**config.mk**
```make
export PLATFORM = sky130hd
export DESIGN_NAME = key_debounce_pulse_flat
export DESIGN_NICKNAME = d
export VERILOG_FILES = /design/src/rtl/key_debounce_pulse_pkg.sv /design/src/rtl/key_debounce_pulse_if.sv /design/src/rtl/key_debounce_pulse_bit.sv /design/src/rtl/key_debounce_pulse.sv /design/src/flat_wrapper.sv
export SDC_FILE = /design/constraint.sdc
export NUM_CORES = 1
export LEC_CHECK = 0
export CAP_MARGIN = 20
export CORE_MARGIN = 1
export CORE_UTILIZATION = 28
export CTS_CLUSTER_DIAMETER = 60
export DETAILED_ROUTE_END_ITERATION = 10
export PLACE_DENSITY_LB_ADDON = 0.3
export SYNTH_ARGS = -nofsm -noshare
export SYNTH_HDL_FRONTEND = slang
export SYNTH_SLANG_ARGS = --single-unit
```
**constraint.sdc**
```tcl
create_clock -name clk -period 2 [get_ports clk]
set_input_delay 0.5 -clock clk [delete_from_list [all_inputs] [get_ports clk]]
set_output_delay 0.5 -clock clk [all_outputs]
set_load 0.02 [all_outputs]
```
**src/rtl/key_debounce_pulse_pkg.sv**
```systemverilog
// ---------------------------------------------------------------------------
// key_pkg
// Shared constants and helpers for the push-button front-end.
//   clog2          : ceiling log2, never less than 1, used for counter widths
//   idle_level     : pin level of a released button for a given polarity
//   DEB_20MS_12M   : 20 ms debounce window at 12 MHz
//   LONG_1S_12M    : 1 s long-press window at 12 MHz
// ---------------------------------------------------------------------------
package key_pkg;

  localparam int DEB_20MS_12M = 240000;
  localparam int LONG_1S_12M  = 12000000;

  // Width needed to hold the values 0 .. v-1. A counter of this width only
  // ever reaches v-1, so it cannot wrap.
  function automatic int clog2(input int v);
    int r;
    r = 0;
    while ((1 << r) < v) begin
      r = r + 1;
    end
    if (r < 1) begin
      r = 1;
    end
    return r;
  endfunction

  // Released level on the pin: high for active-low buttons, low otherwise.
  function automatic logic idle_level(input bit active_low);
    return active_low ? 1'b1 : 1'b0;
  endfunction

endpackage

```
**src/rtl/key_debounce_pulse_if.sv**
```systemverilog
// ---------------------------------------------------------------------------
// key_debounce_pulse_if
// Groups the button pins and the debounced/pulse outputs of the front-end.
//   btn_in        : raw asynchronous button pins        (master -> slave)
//   btn_deb       : debounced level, pin polarity        (slave -> master)
//   press_pulse   : 1-cycle pulse on entering pressed    (slave -> master)
//   release_pulse : 1-cycle pulse on entering released   (slave -> master)
//   long_pulse    : 1-cycle pulse after a long hold      (slave -> master)
// The debouncer is the slave; the board pins / downstream stage the master.
// ---------------------------------------------------------------------------
interface key_debounce_pulse_if #(
  parameter int BTN_WIDTH = 1
);

  logic [BTN_WIDTH-1:0] btn_in;
  logic [BTN_WIDTH-1:0] btn_deb;
  logic [BTN_WIDTH-1:0] press_pulse;
  logic [BTN_WIDTH-1:0] release_pulse;
  logic [BTN_WIDTH-1:0] long_pulse;

  modport master (
    output btn_in,
    input  btn_deb,
    input  press_pulse,
    input  release_pulse,
    input  long_pulse
  );

  modport slave (
    input  btn_in,
    output btn_deb,
    output press_pulse,
    output release_pulse,
    output long_pulse
  );

endinterface

```
**src/rtl/key_debounce_pulse_bit.sv**
```systemverilog
// ---------------------------------------------------------------------------
// key_debounce_bit
// One button bit: two-FF synchroniser, debounce counter, long-press hold
// counter and registered press/release/long pulses.
// Ports:
//   clk       : system clock
//   rst_n     : synchronous active-low reset
//   btn_i     : raw asynchronous pin
//   deb_o     : debounced level in pin polarity
//   press_o   : 1-cycle pulse on the edge deb_o becomes pressed
//   release_o : 1-cycle pulse on the edge deb_o becomes released
//   long_o    : 1-cycle pulse once a press has been held LONG_CYCLES
// ---------------------------------------------------------------------------
module key_debounce_bit
  import key_pkg::*;
#(
  parameter int DEB_CYCLES  = DEB_20MS_12M,
  parameter int LONG_CYCLES = LONG_1S_12M,
  parameter bit ACTIVE_LOW  = 1'b1
) (
  input  logic clk,
  input  logic rst_n,
  input  logic btn_i,
  output logic deb_o,
  output logic press_o,
  output logic release_o,
  output logic long_o
);

  localparam logic IDLE    = idle_level(ACTIVE_LOW);
  localparam logic PRESSED = ~IDLE;

  localparam int DEB_W  = clog2(DEB_CYCLES);
  localparam int HOLD_W = clog2(LONG_CYCLES);

  localparam logic [DEB_W-1:0]  DEB_LAST  = DEB_W'(DEB_CYCLES - 1);
  localparam logic [HOLD_W-1:0] HOLD_LAST = HOLD_W'(LONG_CYCLES - 1);

  logic              s1_q, s2_q;
  logic              deb_q, deb_d;
  logic [DEB_W-1:0]  cnt_q, cnt_d;
  logic [HOLD_W-1:0] hold_q, hold_d;
  logic              long_done_q, long_done_d;
  logic              press_q, press_d;
  logic              release_q, release_d;
  logic              long_q, long_d;

  // Debounce: any sample that matches the accepted level restarts the
  // window, so a glitch shorter than DEB_CYCLES is simply lost.
  always_comb begin
    deb_d     = deb_q;
    cnt_d     = cnt_q;
    press_d   = 1'b0;
    release_d = 1'b0;
    if (s2_q == deb_q) begin
      cnt_d = '0;
    end else if (cnt_q == DEB_LAST) begin
      deb_d = s2_q;
      cnt_d = '0;
      if (s2_q == PRESSED) begin
        press_d = 1'b1;
      end else begin
        release_d = 1'b1;
      end
    end else begin
      cnt_d = cnt_q + 1'b1;
    end
  end

  // Long press: counts on the registered debounced level, so the first
  // count lands the cycle after press_o and long_o fires exactly
  // LONG_CYCLES edges after it. long_done freezes the counter until release,
  // which gives one long pulse per press and no auto-repeat.
  always_comb begin
    hold_d      = hold_q;
    long_done_d = long_done_q;
    long_d      = 1'b0;
    if (deb_q != PRESSED) begin
      hold_d      = '0;
      long_done_d = 1'b0;
    end else if (!long_done_q) begin
      if (hold_q == HOLD_LAST) begin
        long_d      = 1'b1;
        long_done_d = 1'b1;
      end else begin
        hold_d = hold_q + 1'b1;
      end
    end
  end

  always_ff @(posedge clk) begin
    if (!rst_n) begin
      s1_q        <= IDLE;
      s2_q        <= IDLE;
      deb_q       <= IDLE;
      cnt_q       <= '0;
      hold_q      <= '0;
      long_done_q <= 1'b0;
      press_q     <= 1'b0;
      release_q   <= 1'b0;
      long_q      <= 1'b0;
    end else begin
      s1_q        <= btn_i;
      s2_q        <= s1_q;
      deb_q       <= deb_d;
      cnt_q       <= cnt_d;
      hold_q      <= hold_d;
      long_done_q <= long_done_d;
      press_q     <= press_d;
      release_q   <= release_d;
      long_q      <= long_d;
    end
  end

  assign deb_o     = deb_q;
  assign press_o   = press_q;
  assign release_o = release_q;
  assign long_o    = long_q;

  // Press and release come from opposite branches of one decision.
  assert property (@(posedge clk) disable iff (!rst_n) !(press_q && release_q));
  // A long pulse can only follow a held, already-accepted press.
  assert property (@(posedge clk) disable iff (!rst_n) long_q |-> (deb_q == PRESSED));

endmodule

```
**src/rtl/key_debounce_pulse.sv**
```systemverilog
// ---------------------------------------------------------------------------
// key_debounce_pulse
// Push-button front-end: per-bit synchronise, debounce and pulse generation.
// Ports:
//   clk    : 12 MHz system clock
//   rst_n  : synchronous active-low reset
//   btn_if : slave side of key_debounce_pulse_if
//            (btn_in in; btn_deb, press_pulse, release_pulse, long_pulse out)
// Each bit is a fully independent key_debounce_bit; simultaneous events on
// different bits appear in the same cycle.
// ---------------------------------------------------------------------------
module key_debounce_pulse
  import key_pkg::*;
#(
  parameter int BTN_WIDTH   = 1,
  parameter int DEB_CYCLES  = DEB_20MS_12M,
  parameter int LONG_CYCLES = LONG_1S_12M,
  parameter bit ACTIVE_LOW  = 1'b1
) (
  input  logic            clk,
  input  logic            rst_n,
  key_debounce_pulse_if.slave btn_if
);

  logic [BTN_WIDTH-1:0] deb_vec;
  logic [BTN_WIDTH-1:0] press_vec;
  logic [BTN_WIDTH-1:0] release_vec;
  logic [BTN_WIDTH-1:0] long_vec;

  generate
    for (genvar gi = 0; gi < BTN_WIDTH; gi++) begin : g_bit
      key_debounce_bit #(
        .DEB_CYCLES  (DEB_CYCLES),
        .LONG_CYCLES (LONG_CYCLES),
        .ACTIVE_LOW  (ACTIVE_LOW)
      ) u_bit (
        .clk       (clk),
        .rst_n     (rst_n),
        .btn_i     (btn_if.btn_in[gi]),
        .deb_o     (deb_vec[gi]),
        .press_o   (press_vec[gi]),
        .release_o (release_vec[gi]),
        .long_o    (long_vec[gi])
      );
    end
  endgenerate

  assign btn_if.btn_deb       = deb_vec;
  assign btn_if.press_pulse   = press_vec;
  assign btn_if.release_pulse = release_vec;
  assign btn_if.long_pulse    = long_vec;

endmodule

```
**src/flat_wrapper.sv**
```systemverilog
// flat-port wrapper written by rule: the top's interface ports become plain ports
module key_debounce_pulse_flat import key_pkg::*;
#(
  parameter int BTN_WIDTH   = 1,
  parameter int DEB_CYCLES  = DEB_20MS_12M,
  parameter int LONG_CYCLES = LONG_1S_12M,
  parameter bit ACTIVE_LOW  = 1'b1
)
  (clk, rst_n, btn_if_btn_in, btn_if_btn_deb, btn_if_press_pulse, btn_if_release_pulse, btn_if_long_pulse);
  key_debounce_pulse_if #(.BTN_WIDTH(BTN_WIDTH)) btn_if_i ();
  input  logic clk;
  input  logic rst_n;
  input wire logic [$bits(btn_if_i.btn_in)-1:0] btn_if_btn_in;
  output wire logic [$bits(btn_if_i.btn_deb)-1:0] btn_if_btn_deb;
  output wire logic [$bits(btn_if_i.press_pulse)-1:0] btn_if_press_pulse;
  output wire logic [$bits(btn_if_i.release_pulse)-1:0] btn_if_release_pulse;
  output wire logic [$bits(btn_if_i.long_pulse)-1:0] btn_if_long_pulse;
  assign btn_if_i.btn_in = btn_if_btn_in;
  assign btn_if_btn_deb = btn_if_i.btn_deb;
  assign btn_if_press_pulse = btn_if_i.press_pulse;
  assign btn_if_release_pulse = btn_if_i.release_pulse;
  assign btn_if_long_pulse = btn_if_i.long_pulse;
  key_debounce_pulse #(.BTN_WIDTH(BTN_WIDTH), .DEB_CYCLES(DEB_CYCLES), .LONG_CYCLES(LONG_CYCLES), .ACTIVE_LOW(ACTIVE_LOW)) u_core (.clk(clk), .rst_n(rst_n), .btn_if(btn_if_i));
endmodule
```
==> results.yml, run 1 <==
outcome:
  outcome: "complete, no violations"
global_routing:
  groute.usage.overall_pct: 9.877
  grt_util_met3_pct: 2.764
  grt_pass1_vias: 1526
  antenna_found_initial: 0
  grt-ovfl-total: 0
  grt_use_met2_pct: 16.10
  grt_max_degree: 23
  met1_usage_pct: 12.89
  grt_pass1_wl_mm: 6.720
  grt-busiest-layer: "met2"
logic_synthesis:
  yosys_most_used_dff: "dfxtp_1"
  yosysSeqAreaShare_pct: 44.24
  synth_edf_count: 0
  ys_warn_count: 0
  synth-async-reset-ratio_pct: 0
  syn_area_um2: 2217
  synth.distinct_cells: 44
  synth.ff_latch_count: 49
  synth_area_per_cell_um2: 9.013
  syn_inst: 246
  syn_nets: 251
sta:
  hold_violations: 0
  slew_headroom_pct: 59.95
  worst_pin_slew_ns: 0.5996
  setup_violations: 0
  grt_setup_unrepaired: "false"
  fin_crit_ns: 1.837
  tns_ns: 0
  hold_ws_ns: 0.4145
  slew_violations: 0
  max_freq_mhz: 544.3
  finalCritPeriodShare_pct: 91.86
  fin_skew_ns: 0.008818
detailed_routing:
  drt_iter0_drc: 42
  wl_per_cell_um: 10.62
  dr.pass1.iters: 4
  routed_wl_mm: 3.886
  route.detailed.drc: 0
  vias: 1677
  drtAntennaViolNets: 0
  viasPerCell: 4.582
layout:
  diodes: 0
  fin_nets: 268
  drive_gt1_share_pct: 14.39
  final_area_um2: 2571
  multi_input_area_um2: 1189
  regArea_um2: 980.9
  nFillCells: 821
  synthToLayoutAreaGrowth_pct: 15.97
cts:
  cts_max_level: 2
  ctsLongestPathBuffers: 2
  clock-root-buffer: "clkbuf_8"
  cts_sinks: 49
  cts_tree: "built"
  clk_pin_slew_worst_paths_ns: 0.09
  cts_buffers: 5
  cts_resized: 0
  cts_hold_buf: 0
  postCtsSetupBuffers: 0
  clkLatencyLatePin_ns: 0.29
hold_path:
  hold_path_class: "reg -> reg"
  hp-start: "u_core.g_bit[0].u_bit.s1_q"
worst_setup_path:
  crit_path_end_kind: "output pin"
  worst_path_max_delay_cell: "clkdlybuf4s50_1"
  crit_buf_inv: 1
  cpLargestDelayFamily: "buffers and inverters"
  critical_path.startpoint: "u_core.g_bit[0].u_bit.deb_o"
  critPathArrivalTime_ns: 1.34
  critPathMaxStageDelay_ns: 0.63
  critPathMaxFanout: 6
  crit_type: "reg -> out"
  start_kind: "register"
  cp_cell_sequence: "clkdlybuf4s50_1"
  rr_startpoint: "u_core.g_bit[0].u_bit.hold_q[0]"
  required_ns: 1.50
power:
  power_w: 0.001701
  p_leak_nw: 0.8735
  power.density_nw_per_um2: 661.6
  ir_drop_uv: 349.1
placement:
  place_area_um2: 2456
  portBuffers: 6
  gp_congestion: 0.7470
  hpwlAfterDp_mm: 2.766
run:
  drv_cap: 0
floorplanning:
  dieArea_um2: 8278
  initial_utilization_pct: 28.84
  chipHeight_um: 90.99
  die_x_um: 90.99
  rows: 32
  ios: 7
  core_area_um2: 7687
==> registers in the layout (all words and copies together) (netlist names) <==
register	cells
u_core.g_bit.u_bit.hold_q	24
u_core.g_bit.u_bit.cnt_q	18
u_core.g_bit.u_bit.deb_o	1
u_core.g_bit.u_bit.long_done_q	1
u_core.g_bit.u_bit.long_o	1
u_core.g_bit.u_bit.press_o	1
u_core.g_bit.u_bit.release_o	1
u_core.g_bit.u_bit.s1_q	1
u_core.g_bit.u_bit.s2_q	1
==> synth_stat cells, types with 3 or more instances <==
cell	number	area (µm²)
nand2b_1	3	18.77
and4_1	3	26.28
nand4b_1	3	26.28
or3_2	3	22.52
a31o_2	4	35.03
nor2_1	43	161.4
inv_1	3	11.26
nor4_1	4	25.02
o21ai_0	5	25.02
and3_1	7	43.79
nand4_1	10	62.56
xnor2_1	12	105.1
nor3_1	3	15.01
nand3_1	16	80.08
dfxtp_1	49	980.9
nand2_1	19	71.32
xor2_1	18	157.7
a21oi_1	8	40.04
==> layout make-up <==
class	count	area share, %
Clock inverter	3	1.800
Multi-Input combinational cell	188	46.23
Clock buffer	5	2.676
Timing Repair Buffer	16	5.742
Inverter	3	0.4380
Tap cell	102	4.963
Sequential cell	49	38.15
==> routing by layer <==
metal,share of wire [%],vias to the layer above
met5,0,-
met4,0.57,0
met3,2.9,2
met2,46,14
met1,51,769
li1,-,892
==> stage by stage <==
step	util (%)	worst slack, ns	cells
after floorplan	-	0.3299	246
after global routing	33.45	0.08408	366
after CTS	33.45	0.1304	366
after global placement	31.95	0.1766	358
after detailed placement	31.95	0.1597	358
final	33.45	0.1627	366
==> path summary, 6_finish.rpt <==
| kind | to | slack [ns] | cells after the start |
|---|---|---|---|
| min reg2reg | u_core.g_bit[0].u_bit.s2_q | 0.41 | 1 |
| min | u_core.g_bit[0].u_bit.s2_q | 0.41 | 1 |
| max reg2reg | u_core.g_bit[0].u_bit.hold_q[3] | 0.19 | 6 |
| max | btn_if_btn_deb | 0.16 | 1 |
==> logic make-up (layout without fill, tap and decap cells) <==
| family | Yosys count | count (layout) | share of synthesized area [%] |
|---|---|---|---|
| simple gates | 133 | 133 | 33.30 |
| flops | 49 | 49 | 44.24 |
| xor+xnor | 30 | 30 | 11.85 |
| compound gates | 22 | 22 | 6.885 |
| buf+inv | 9 | 27 | 2.145 |
| fa+ha+maj | 2 | 2 | 1.128 |
| mux | 1 | 1 | 0.4515 |
==> report_power, final <==
part / switching (W) / total [W] / internal [W]
registers: 0.00000125 / 0.000978 / 0.000977
logic: 0.00000698 / 0.0000164 / 0.00000939
clock network: 0.000332 / 0.000706 / 0.000375
total: 0.000340 / 0.00170 / 0.00136
==> layout by cell type, fill, tap and decap left out, types with 4 or more instances in the layout <==
cell / netlist / final
nand4_1: 10 / 10
nor2_1: 43 / 43
nor4_1: 4 / 4
and3_1: 7 / 7
clkbuf_8: 0 / 5
clkdlybuf4s50_1: 0 / 6
nand3_1: 16 / 16
xor2_1: 18 / 18
a21oi_1: 8 / 8
xnor2_1: 12 / 12
nand2_1: 19 / 19
o21ai_0: 5 / 5
buf_4: 1 / 9
dfxtp_1: 49 / 49
a31o_2: 4 / 4
Note: power is estimated with default switching activity, not from simulation.
==> run 2, diff against run 1 <==
--- a/config.mk
+++ b/config.mk
@@ -6,11 +6,13 @@
 export NUM_CORES = 1
 export LEC_CHECK = 0
 export CAP_MARGIN = 20
-export CORE_MARGIN = 1
+export CORE_MARGIN = 2
 export CORE_UTILIZATION = 28
+export CTS_BUF_LIST = sky130_fd_sc_hd__clkbuf_8
 export CTS_CLUSTER_DIAMETER = 60
 export DETAILED_ROUTE_END_ITERATION = 10
 export PLACE_DENSITY_LB_ADDON = 0.3
 export SYNTH_ARGS = -nofsm -noshare
 export SYNTH_HDL_FRONTEND = slang
+export SYNTH_HIERARCHICAL = 1
 export SYNTH_SLANG_ARGS = --single-unit
==> run 2 against run 1 <==
Net effect:
- die area grew 4.1%
- largest cell class unchanged
- via count grew 8.1%
- sequential share of layout area grew 0.88 points
- power shrank 7.6%
- sequential power is essentially flat
- critical path type is now reg -> reg
- final area shrank 2.0%
- synthesized cell count grew 4.1%
==> results.yml, run 2 <==
worst_setup_path:
  crit_path_end_kind: "register"
  rr_startpoint: "u_core/g_bit[0].u_bit/hold_q[10]"
  critPathArrivalTime_ns: 2.14
  cp_cell_sequence: "nand4_2, or2_4, or3_1, or4_1, a21oi_1"
  required_ns: 2.24
  worst_path_max_delay_cell: "or4_1"
  critical_path.startpoint: "u_core/g_bit[0].u_bit/hold_q[10]"
  crit_type: "reg -> reg"
  critPathMaxFanout: 6
  start_kind: "register"
  critPathMaxStageDelay_ns: 0.49
layout:
  synthToLayoutAreaGrowth_pct: 14.11
  diodes: 0
  fin_util_pct: 32.78
  largest-register: "u_core/g_bit.u_bit/hold_q"
  fin_nets: 277
  layout_commonest_cell: "dfxtp_1"
  final_area_um2: 2520
  largest_register_ff_count: 24
  reg_top3: "u_core/g_bit.u_bit/hold_q (24), u_core/g_bit.u_bit/cnt_q (18)"
  layout_common_cells: "47 x dfxtp_1, 33 x nor2_1, 19 x nand3_1"
  drive_gt1_share_pct: 9.524
logic_synthesis:
  synthTopCellsByCount: "49 x dfxtp_1, 33 x nor2_1, 19 x nand3_1"
  ys_warn_count: 6
  yosys_most_used_dff: "dfxtp_1"
  synth_top_cell_by_area: "dfxtp_1"
  syn_area_um2: 2208
  synth_area_per_cell_um2: 8.626
  yosysSeqAreaShare_pct: 44.42
  synth_top_area_share_pct: 44.42
  synth.distinct_cells: 43
  yosysMostFrequentCell: "dfxtp_1"
  syn_nets: 261
  synth.area.top_cells: "dfxtp_1 44%, nor2_1 5.6%, xnor2_1 5.6%, nand3_1 4.3%, xor2_1 4.0%"
  synth.ff_latch_count: 49
  syn_inst: 256
  synth-async-reset-ratio_pct: 0
  synth_edf_count: 0
power:
  sequentialPowerShare_pct: 62.2
  ir_drop_uv: 282.2
  p_clk_share_pct: 36.9
  power.density_nw_per_um2: 624.0
  internal-power_w: 0.001226
  p_sw_share_pct: 22.03
  p_comb_share_pct: 0.9
  p_sw_w: 0.0003464
  p_leak_nw: 0.7584
sta:
  slew_violations: 0
  worst_pin_slew_ns: 0.4581
  slew_headroom_pct: 69.18
  max_freq_mhz: 526.2
  fin_crit_ns: 1.901
  hold_violations: 0
  setup_violations: 0
  grt_setup_unrepaired: "true"
  finalCritPeriodShare_pct: 95.03
  fin_skew_ns: 0.004894
cts:
  cts_hold_buf: 0
  cts_sinks: 49
  cts_buffers: 5
  cts_resized: 0
  clk_pin_slew_worst_paths_ns: 0.09
  ctsLongestPathBuffers: 2
  postCtsSetupBuffers: 0
  cts_tree: "built"
  clkLatencyLatePin_ns: 0.30
  cts_max_level: 2
  clock-root-buffer: "clkbuf_8"
global_routing:
  grt_max_degree: 23
  grt_pass1_vias: 1748
  antenna_found_initial: 0
  grt_pass1_wl_mm: 7.990
  groute.usage.overall_pct: 11.56
  grt-ovfl-total: 0
detailed_routing:
  drtAntennaViolNets: 0
  routed_wl_mm: 4.484
  route.detailed.drc: 0
  wl_met1_mm: 2.259
  viasPerCell: 4.832
  vias: 1812
  wl_per_cell_um: 11.96
  top_layer_used: "met4"
  dr.pass1.iters: 4
  drt_iter0_drc: 46
  wl_met3_um: 100
  wl_met2_mm: 2.046
floorplanning:
  die_x_um: 92.81
  core_area_um2: 7687
  ios: 7
  dieArea_um2: 8614
  initial_utilization_pct: 28.73
  chipHeight_um: 92.81
  rows: 32
placement:
  hpwlAfterDp_mm: 3.244
  portBuffers: 6
  gp_congestion: 0.8247
  place_area_um2: 2430
hold_path:
  hp-start: "u_core/g_bit[0].u_bit/s1_q"
  hold_path_class: "reg -> reg"
run:
  drv_cap: 0
outcome:
  outcome: "complete, no violations"
-- run 2: worst paths after layout --
kind                                            to  slack [ns]  cells past startpoint
setup / recovery  u_core/g_bit[0].u_bit/hold_q[23]         0.1                      5
hold / removal          u_core/g_bit[0].u_bit/s2_q        0.41                      1
setup reg to reg  u_core/g_bit[0].u_bit/hold_q[23]         0.1                      5
hold reg to reg         u_core/g_bit[0].u_bit/s2_q        0.41                      1
-- run 2: cell families after synthesis --
logic type      Yosys count  share of synthesized area [%]
simple gates            135                          33.09
flops                    49                          44.42
compound gates           35                          9.292
xor+xnor                 24                          9.518
buf+inv                  11                          2.549
fa+ha+maj                 2                          1.133
-- run 2: power by group through the flow --
stage	sequential, W	combinational [W]	clock (W)
2_1_floorplan	0.00100	0.00000558	0
3_3_place_gp	0.00100	0.0000135	0
5_1_grt	0.000979	0.0000153	0.000647
4_1_cts	0.000978	0.0000136	0.000605
3_5_place_dp	0.00100	0.0000136	0
6_report	0.000978	0.0000135	0.000581
-- run 2: routing by layer --
metal	up-vias	GRT usage [%]
met4	0	4.779
met1	842	14.62
met3	7	2.685
met2	14	18.90
li1	949	-
met5	-	0
-- run 2: metrics by stage --
stage,power (W),hold slack [ns],setup WS (ns),setup TNS [ns],cells
2_1_floorplan,0.001007,0.3863,0.1744,0,256
3_3_place_gp,0.001015,0.3911,0.1335,0,367
3_5_place_dp,0.001015,0.3909,0.09505,0,367
4_1_cts,0.001597,0.4137,0.06240,0,375
5_1_grt,0.001642,0.4420,-0.0002807,-0.0002807,375
6_report,0.001572,0.4135,0.09949,0,375
-- run 2: layout make-up --
type | instances | area [µm²]
fill | 843 | 5167
multi-input combinational | 196 | 1171
sequential | 49 | 983.4
timing repair buffer | 16 | 135.1
tap | 102 | 127.6
clock buffer | 5 | 68.82
clock inverter | 3 | 18.77
inverter | 4 | 15.01
-- run 2: critical path: cells and delay by family (launching register included) --
family,cells,cell delay (ns)
DFF,1,0.41
and+or+nand+nor,4,1.29
AOI/OAI and AO/OA,1,0.14
==> run 3, diff against run 2 <==
--- a/config.mk
+++ b/config.mk
@@ -16,3 +16,4 @@
 export SYNTH_HDL_FRONTEND = slang
 export SYNTH_HIERARCHICAL = 1
 export SYNTH_SLANG_ARGS = --single-unit
+export TNS_END_PERCENT = 30
==> results of run 3 <==
No change in the layout: final DEF, timing and power equal those of run 2.
